### src/rtl/entry_alloc_freelist.sv
// Free-list allocator: registered free bitmap, up to ALLOC_WIDTH all-or-nothing grants per cycle.
// Define ALLOC_ROUND_ROBIN_EN to start the search at a rotating pointer instead of entry 0.
module entry_alloc_freelist #(
    parameter  int NUM_ENTRIES = 8,
    parameter  int ALLOC_WIDTH = 2,
    localparam int CNT_W       = $clog2(NUM_ENTRIES + 1)
) (
    input  logic                               clk_i,
    input  logic                               rst_ni,
    input  logic [ALLOC_WIDTH-1:0]             alloc_req_i,
    output logic                               alloc_ready_o,
    output logic [ALLOC_WIDTH*NUM_ENTRIES-1:0] alloc_grant_o,
    output logic [ALLOC_WIDTH-1:0]             alloc_valid_o,
    input  logic [NUM_ENTRIES-1:0]             release_i,
    input  logic                               flush_i,
    output logic [CNT_W-1:0]                   free_count_o,
    output logic                               full_o
);
    localparam int IDX_W = $clog2(NUM_ENTRIES);

    logic [NUM_ENTRIES-1:0]                  r_free;
    logic [CNT_W-1:0]                        r_cnt;
    logic                                    r_full;
    logic [IDX_W-1:0]                        w_base;
    logic [NUM_ENTRIES-1:0]                  w_search, w_rem, w_granted, w_free_nxt;
    logic [ALLOC_WIDTH-1:0][NUM_ENTRIES-1:0] w_pick, w_grant;
    logic [CNT_W-1:0]                        w_req_cnt, w_rel_cnt, w_gnt_cnt, w_cnt_nxt;

    // Maps a search-order position back to an entry index (i + base mod N).
    function automatic logic [IDX_W-1:0] wrap(input int i, input logic [IDX_W-1:0] base);
        int s;
        s = i + int'(base);
        if (s >= NUM_ENTRIES) s = s - NUM_ENTRIES;
        return IDX_W'(s);
    endfunction

`ifdef ALLOC_ROUND_ROBIN_EN
    logic [IDX_W-1:0] r_ptr, w_ptr_nxt;
    assign w_base = r_ptr;
`else
    assign w_base = '0;
`endif

    always_comb begin
        w_search = '0;
        for (int i = 0; i < NUM_ENTRIES; i++)
            w_search[i] = r_free[wrap(i, w_base)];
    end

    // Slot k takes the lowest free bit left after slots 0..k-1 have taken theirs.
    always_comb begin
        w_rem  = w_search;
        w_pick = '0;
        for (int k = 0; k < ALLOC_WIDTH; k++) begin
            for (int i = 0; i < NUM_ENTRIES; i++)
                if (w_rem[i] && (w_pick[k] == '0)) w_pick[k][i] = 1'b1;
            w_rem = w_rem & ~w_pick[k];
        end
    end

    always_comb begin
        w_req_cnt = '0;
        w_rel_cnt = '0;
        for (int k = 0; k < ALLOC_WIDTH; k++)
            w_req_cnt = w_req_cnt + CNT_W'(alloc_req_i[k]);
        for (int i = 0; i < NUM_ENTRIES; i++)
            w_rel_cnt = w_rel_cnt + CNT_W'(release_i[i] & ~r_free[i]);
    end

    assign alloc_ready_o = (r_cnt >= w_req_cnt) && !flush_i;

    // Requests are counted, not positional: popcount slots are served from slot 0.
    always_comb begin
        alloc_valid_o = '0;
        w_grant       = '0;
        for (int k = 0; k < ALLOC_WIDTH; k++) begin
            alloc_valid_o[k] = alloc_ready_o && (CNT_W'(k) < w_req_cnt);
            for (int i = 0; i < NUM_ENTRIES; i++)
                if (alloc_valid_o[k] && w_pick[k][i]) w_grant[k][wrap(i, w_base)] = 1'b1;
        end
    end

    always_comb begin
        w_granted = '0;
        for (int k = 0; k < ALLOC_WIDTH; k++)
            w_granted = w_granted | w_grant[k];
    end

    assign alloc_grant_o = w_grant;
    assign w_gnt_cnt     = alloc_ready_o ? w_req_cnt : '0;
    assign w_free_nxt    = (r_free & ~w_granted) | release_i;
    assign w_cnt_nxt     = r_cnt - w_gnt_cnt + w_rel_cnt;

    always_ff @(posedge clk_i or negedge rst_ni) begin
        if (!rst_ni) begin
            r_free <= '1;
            r_cnt  <= CNT_W'(NUM_ENTRIES);
            r_full <= 1'b0;
        end else if (flush_i) begin
            r_free <= '1;
            r_cnt  <= CNT_W'(NUM_ENTRIES);
            r_full <= 1'b0;
        end else begin
            r_free <= w_free_nxt;
            r_cnt  <= w_cnt_nxt;
            r_full <= (w_cnt_nxt == '0);
        end
    end

`ifdef ALLOC_ROUND_ROBIN_EN
    // Pointer follows the last entry actually granted this cycle.
    always_comb begin
        w_ptr_nxt = r_ptr;
        for (int k = 0; k < ALLOC_WIDTH; k++)
            for (int i = 0; i < NUM_ENTRIES; i++)
                if (alloc_valid_o[k] && w_pick[k][i]) w_ptr_nxt = wrap(i + 1, r_ptr);
    end

    always_ff @(posedge clk_i or negedge rst_ni) begin
        if (!rst_ni)      r_ptr <= '0;
        else if (flush_i) r_ptr <= '0;
        else              r_ptr <= w_ptr_nxt;
    end
`endif

    assign free_count_o = r_cnt;
    assign full_o       = r_full;

endmodule

### config.mk
export PLATFORM = sky130hd
export DESIGN_NAME = entry_alloc_freelist
export DESIGN_NICKNAME = d
export VERILOG_FILES = /design/src/rtl/entry_alloc_freelist.sv
export SDC_FILE = /design/constraint.sdc
export NUM_CORES = 1
export LEC_CHECK = 0
export ABC_CLOCK_PERIOD_IN_PS = 4200
export CAP_MARGIN = 20
export CORE_MARGIN = 5
export CORE_UTILIZATION = 45
export DETAILED_ROUTE_END_ITERATION = 16
export GPL_ROUTABILITY_DRIVEN = 1
export PLACE_DENSITY = 0.74
export RECOVER_POWER = 25
export SYNTH_ARGS = -nofsm -noshare
export SYNTH_HDL_FRONTEND = slang
export SYNTH_SLANG_ARGS = --single-unit
### constraint.sdc
create_clock -name clk_i -period 4.2 [get_ports clk_i]
set_input_delay 0.63 -clock clk_i [delete_from_list [all_inputs] [get_ports clk_i]]
set_output_delay 0.63 -clock clk_i [all_outputs]
set_load 0.01 [all_outputs]
# Word-level counts from Yosys, hierarchy flattened
# Index checks and enable logic that the tools add are counted.
# W data, S select, Z words.
dict set report word_totals {
  reg_bits 13
  inputBits 13
}
dict set report op_classes {
  add_sub_neg 10
  order_cmp 35
  muxes 84
  bitwise_logic 38
  reduce_logical 63
}
# operator n
set ops {}
lappend ops {{$mux W8} 17}
lappend ops {{$or A8 B8 Y8} 16}
lappend ops {{$lt A3 B4 Y1 const B} 16}
lappend ops {{$logic_and A1 B1 Y1} 49}
lappend ops {{$demux W1 S3} 16}
lappend ops {{$ge A3 B1 Y1 const B} 16}
lappend ops {{$mux W3} 16}
lappend ops {{$mux W1} 33}
lappend ops {{$add A4 B4 Y4} 8}
lappend ops {{$and A1 B4 Y4} 8}
lappend ops {{$not A1 Y4} 8}
lappend ops {{$and A8 B8 Y8} 2}
lappend ops {{$not A8 Y8} 2}
lappend ops {{$logic_not A7 Y1} 2}
lappend ops {{$logic_not A4 Y1} 3}
lappend ops {{$logic_not A6 Y1} 2}
lappend ops {{$logic_not A5 Y1} 2}
lappend ops {{$logic_not A3 Y1} 2}
lappend ops {{$ge A4 B2 Y1} 1}
lappend ops {{$logic_not A2 Y1} 2}
lappend ops {{$lt A1 B2 Y1 const A} 2}
lappend ops {{$mux W4} 1}
lappend ops {{$sub A4 B4 Y4} 1}
lappend ops {{$add A1 B1 Y2} 1}
lappend ops {{3 further kinds} 4}

# Depth between registers and ports, before layout
dict set report depth {
  word_depth 59
  mapped_depth 18
  depth_no_buf 18
}

# Worst setup path before layout
# Ideal clock, no wire load.
dict set report synth_path {
  path_type {input port to flip-flop}
  startpoint {in alloc_req_i[0]}
  endpoint {reg r_full (netlist: full_o)}
  setup_ps 88
  arrival_time_ps 4321
  required_ps 4112
  slack_ps -209
  stages 15
  path_cell_list {inv_1 > ha_1 > ha_1 > nor2b_1 > o21a_1 > nor2_1 > and2_1 > ha_1 > fa_1 > fa_1 > fa_1 > inv_1 > fa_1 > nand3b_1 > nor3b_1}
}
dict set report synth_via {
  elab_chain_len 8
}
# element line
set synth_rtl {}
lappend synth_rtl {{start: declaration} 10} ;# input logic [ALLOC_WIDTH-1:0] alloc_req_i,
lappend synth_rtl {{$add A1 B1 Y2} 65} ;# w_req_cnt = w_req_cnt + CNT_W'(alloc_req_i[k]);
lappend synth_rtl {{$ge A4 B2 Y1} 70} ;# assign alloc_ready_o = (r_cnt >= w_req_cnt) && !flush_i;
lappend synth_rtl {{$logic_and A1 B1 Y1} 70}
lappend synth_rtl {{via alloc_ready_o} 11} ;# output logic alloc_ready_o,
lappend synth_rtl {{$mux W2} 90} ;# assign w_gnt_cnt = alloc_ready_o ? w_req_cnt : '0;
lappend synth_rtl {{$sub A4 B4 Y4} 92} ;# assign w_cnt_nxt = r_cnt - w_gnt_cnt + w_rel_cnt;
lappend synth_rtl {{$add A4 B4 Y4} 92}
lappend synth_rtl {{$logic_not A4 Y1} 106} ;# r_full <= (w_cnt_nxt == '0);
lappend synth_rtl {{$mux W1} 99} ;# end else if (flush_i) begin
lappend synth_rtl {{end signal: assignment} 106}
lappend synth_rtl {{end: declaration} 23} ;# logic r_full;
# The timed path passes the listed nets, and every way through them passes these cells.

# Worst setup path in the final report
dict set report layout_path {
  startpoint {in alloc_req_i[0]}
  endpoint {reg r_full (netlist: full_o)}
}
dict set report layout_via {
  elab_chain_len 8
}
# element line
set layout_rtl {}
lappend layout_rtl {{$add A1 B1 Y2 *} 65}
lappend layout_rtl {{$ge A4 B2 Y1} 70}
lappend layout_rtl {{$logic_and A1 B1 Y1} 70}
lappend layout_rtl {{$mux W2 *} 90}
lappend layout_rtl {{$sub A4 B4 Y4 *} 92}
lappend layout_rtl {{$add A4 B4 Y4 *} 92}
lappend layout_rtl {{$logic_not A4 Y1 *} 106}
lappend layout_rtl {{$mux W1 *} 99}
# Every way passes the cells marked *; elsewhere a longest branch is shown, timed or not.

==> key figures <==
Global route
  • Gr usage total: 0.1713
  • GR Overflow Total: 0
  • First-pass GRT wire length: 5906 um
  • Pin count of the biggest net entering global routing: 19
  • Initial antenna violation count: 0
  • Vias in the first global route: 1,313

Layout
  • Layout cells sized above 1: 0.2426
  • Commonest non-fill, non-tap cell in the layout: clkdlybuf4s50_1
  • # diodes: 0
  • Most frequent cells in the layout: 32 x clkdlybuf4s50_1, 18 x nor2_1, 14 x inv_1
  • Non-Filler Instances: 246
  • Final net count: 235
  • Area Growth Syn to Fin: 34.77%
  • Fill cells: 267

Flow run
  • Max cap viols: 0

Setup path
  • Crit-path max FO: 2
  • Critical Path AT: 4130 ps
  • Critical path type: in2reg
  • Crit path capture type: flop
  • Startpoint type of the worst setup path: primary input
  • Worst reg2reg setup slack: 420 ps
  • WP data required: 4400 ps

Timing
  • Setup ws final: 271.3 ps
  • Fmax: 254.5 MHz
  • Hold Vio Cnt, Final: 0
  • Tmin final: 3929 ps
  • Fin crit share: 0.9354
  • Max Clock Skew: 7.262 ps
  • Slew HR: 0.5960
  • Final setup violation count: 0
  • RSZ-0062 raised after global routing: no
  • Final Slew Violations: 0
  • Least-Margin Pin Slew: 604.0 ps

Synth
  • Sequential area share after synthesis: 0.2362
  • #FFs+latches synth: 13
  • Yosys warning total: 0
  • Ys async rst share: 1.000
  • Top cell type's share of synthesized area: 0.1659
  • Syn nets: 196
  • Post-Syn Instances: 164
  • Prevailing post-synth register cell: dfstp_2
  • Area contributors post-synth: dfstp_2 17%, ha_1 11%, fa_1 8.4%
  • Post-synth top area cell: dfstp_2
  • Synthesized area: 1425 um^2
  • EDFF count, synth: 0
  • Distinct cell type count after synthesis: 45
  • Syn Area/Cell: 8.690 um^2

Routing
  • # DRC: 0
  • Final ANT Viol Nets: 0
  • Via-to-Cell Ratio: 5.142
  • Initial DRC count: 47
  • Detailed-route via count: 1,265
  • Drt pass-1 iters: 4
  • Drt wl/cell: 13.88 um
  • Detailed Route WL: 3414 um

CTS
  • Root Buffer: clkbuf_4
  • CTS tree: built
  • Worst-skew pair later-pin latency: 270 ps
  • Longest Clk Path Bufs: 2
  • H-tree depth: 1
  • TritonCTS Sinks: 13
  • Clk slew on worst S/H paths: 80 ps
  • Inserted Clock Buffers: 3

Floorplan
  • Die ar.: 4392 um^2
  • Core box area: 3053 um^2
  • Die Wd: 66.28 um
  • Initial Util: 0.4668
  • Die Y: 66.28 um
  • Row Count: 20
  • I/O pins: 37

Place
  • Buffers added on ports: 35
  • Final GP Congestion: 0.7932
  • Dpl hpwl: 2718 um
  • Placed cells: 240
  • Post-Place Setup Slack: -643.1 ps

Outcome
  • Result of the run: complete, no violations

Worst hold path
  • Min-Delay Path Class: reg2reg

Power
  • Tot Pwr: 0.0006964 W
  • Pleak: 0.7973 nW
  • VDD IR max: 0.0004016 V
  • PD cells: 362.6 nW/um^2
final cells by class:
type / instances / area, um^2 / area share
sequential: 13 / 336.6 / 0.1752
multi-input combinational: 123 / 1027 / 0.5349
tap: 44 / 55.05 / 0.02866
inverter: 18 / 67.56 / 0.03518
clock buffer: 4 / 26.28 / 0.01368
timing repair buffer: 44 / 407.9 / 0.2124
what timing repair did:
| action | CTS | global route |
|---|---|---|
| gates resized for setup | 8 | 10 |
| cloned | 0 | 0 |
| setup buffers | 1 | 1 |
| hold buffers | 0 | 0 |
| endpoints found under the setup margin | 4 | 2 |
| pin swaps | 7 | 7 |
path summary, 6_finish.rpt:
check | startpoint | end | depth (start not counted)
setup / recovery | alloc_req_i[0] | full_o | 16
hold reg to reg | r_free[7] | r_free[7] | 2
setup reg to reg | free_count_o[3] | full_o | 14
max in group asynchronous | rst_ni | free_count_o[0] | 1
min in group asynchronous | rst_ni | full_o | 1
hold / removal | r_free[7] | r_free[7] | 2
sequential cells by signal (all words and copies together) (netlist names):
register,cells
free_count_o,4
full_o,1
r_free,8
kinds of logic after synthesis:
family | synth area share
buffers and inverters | 0.09394
adders and majority gates | 0.2063
and+or+nand+nor | 0.2862
xor gates and xnor gates | 0.04302
AOI/OAI and AO/OA | 0.1317
DFF | 0.2362
other | 0.002631
power breakdown:
group / switching, W / internal, W / leakage, nW / total (W)
clock: 0.0000401 / 0.0000368 / 0.0150 / 0.0000768
combinational: 0.000215 / 0.000234 / 0.634 / 0.000449
sequential: 0.0000214 / 0.000149 / 0.148 / 0.000171
total: 0.000276 / 0.000420 / 0.797 / 0.000696
layer usage:
layer  wire, um  GRT usage
met4         40    0.05330
met2       1675     0.2825
met5          0          0
met3        142    0.01701
met1       1555     0.2336
per-stage QoR:
stage,utilization,instance area [um^2],hold WS [ps],setup TNS [ps]
CTS,0.6193,1891,509.6,0
finish,0.6291,1921,501.2,0
global placement,0.5988,1828,489.6,-1507
floorplan,-,1436,334.4,0
detailed placement,0.5988,1828,493.8,-2052
global route,0.6291,1921,533.9,0
critical path, cell delays in order:
cell and delay, ps:
clkbuf_2 100, ha_2 170, inv_1 60, ha_1 270, nand2_1 60, o21a_2 240, nor2_4 80, and2_4 150
ha_4 190, fa_1 490, fa_1 450, fa_2 370, inv_2 70, fa_1 420, nand3b_1 180, nor3b_2 170
Yosys cell counts, types with 4 or more instances:
cell / instances
inv_1: 17
ha_1: 13
nand2b_1: 7
nor2_1: 19
xor2_1: 4
and3_1: 4
fa_1: 6
clkbuf_1: 4
a21oi_1: 4
nor2b_1: 6
nand2_1: 8
o21ai_0: 6
and2_1: 4
dfrtp_1: 4
dfstp_2: 9
No activity file was read; power rests on OpenSTA's default activity.
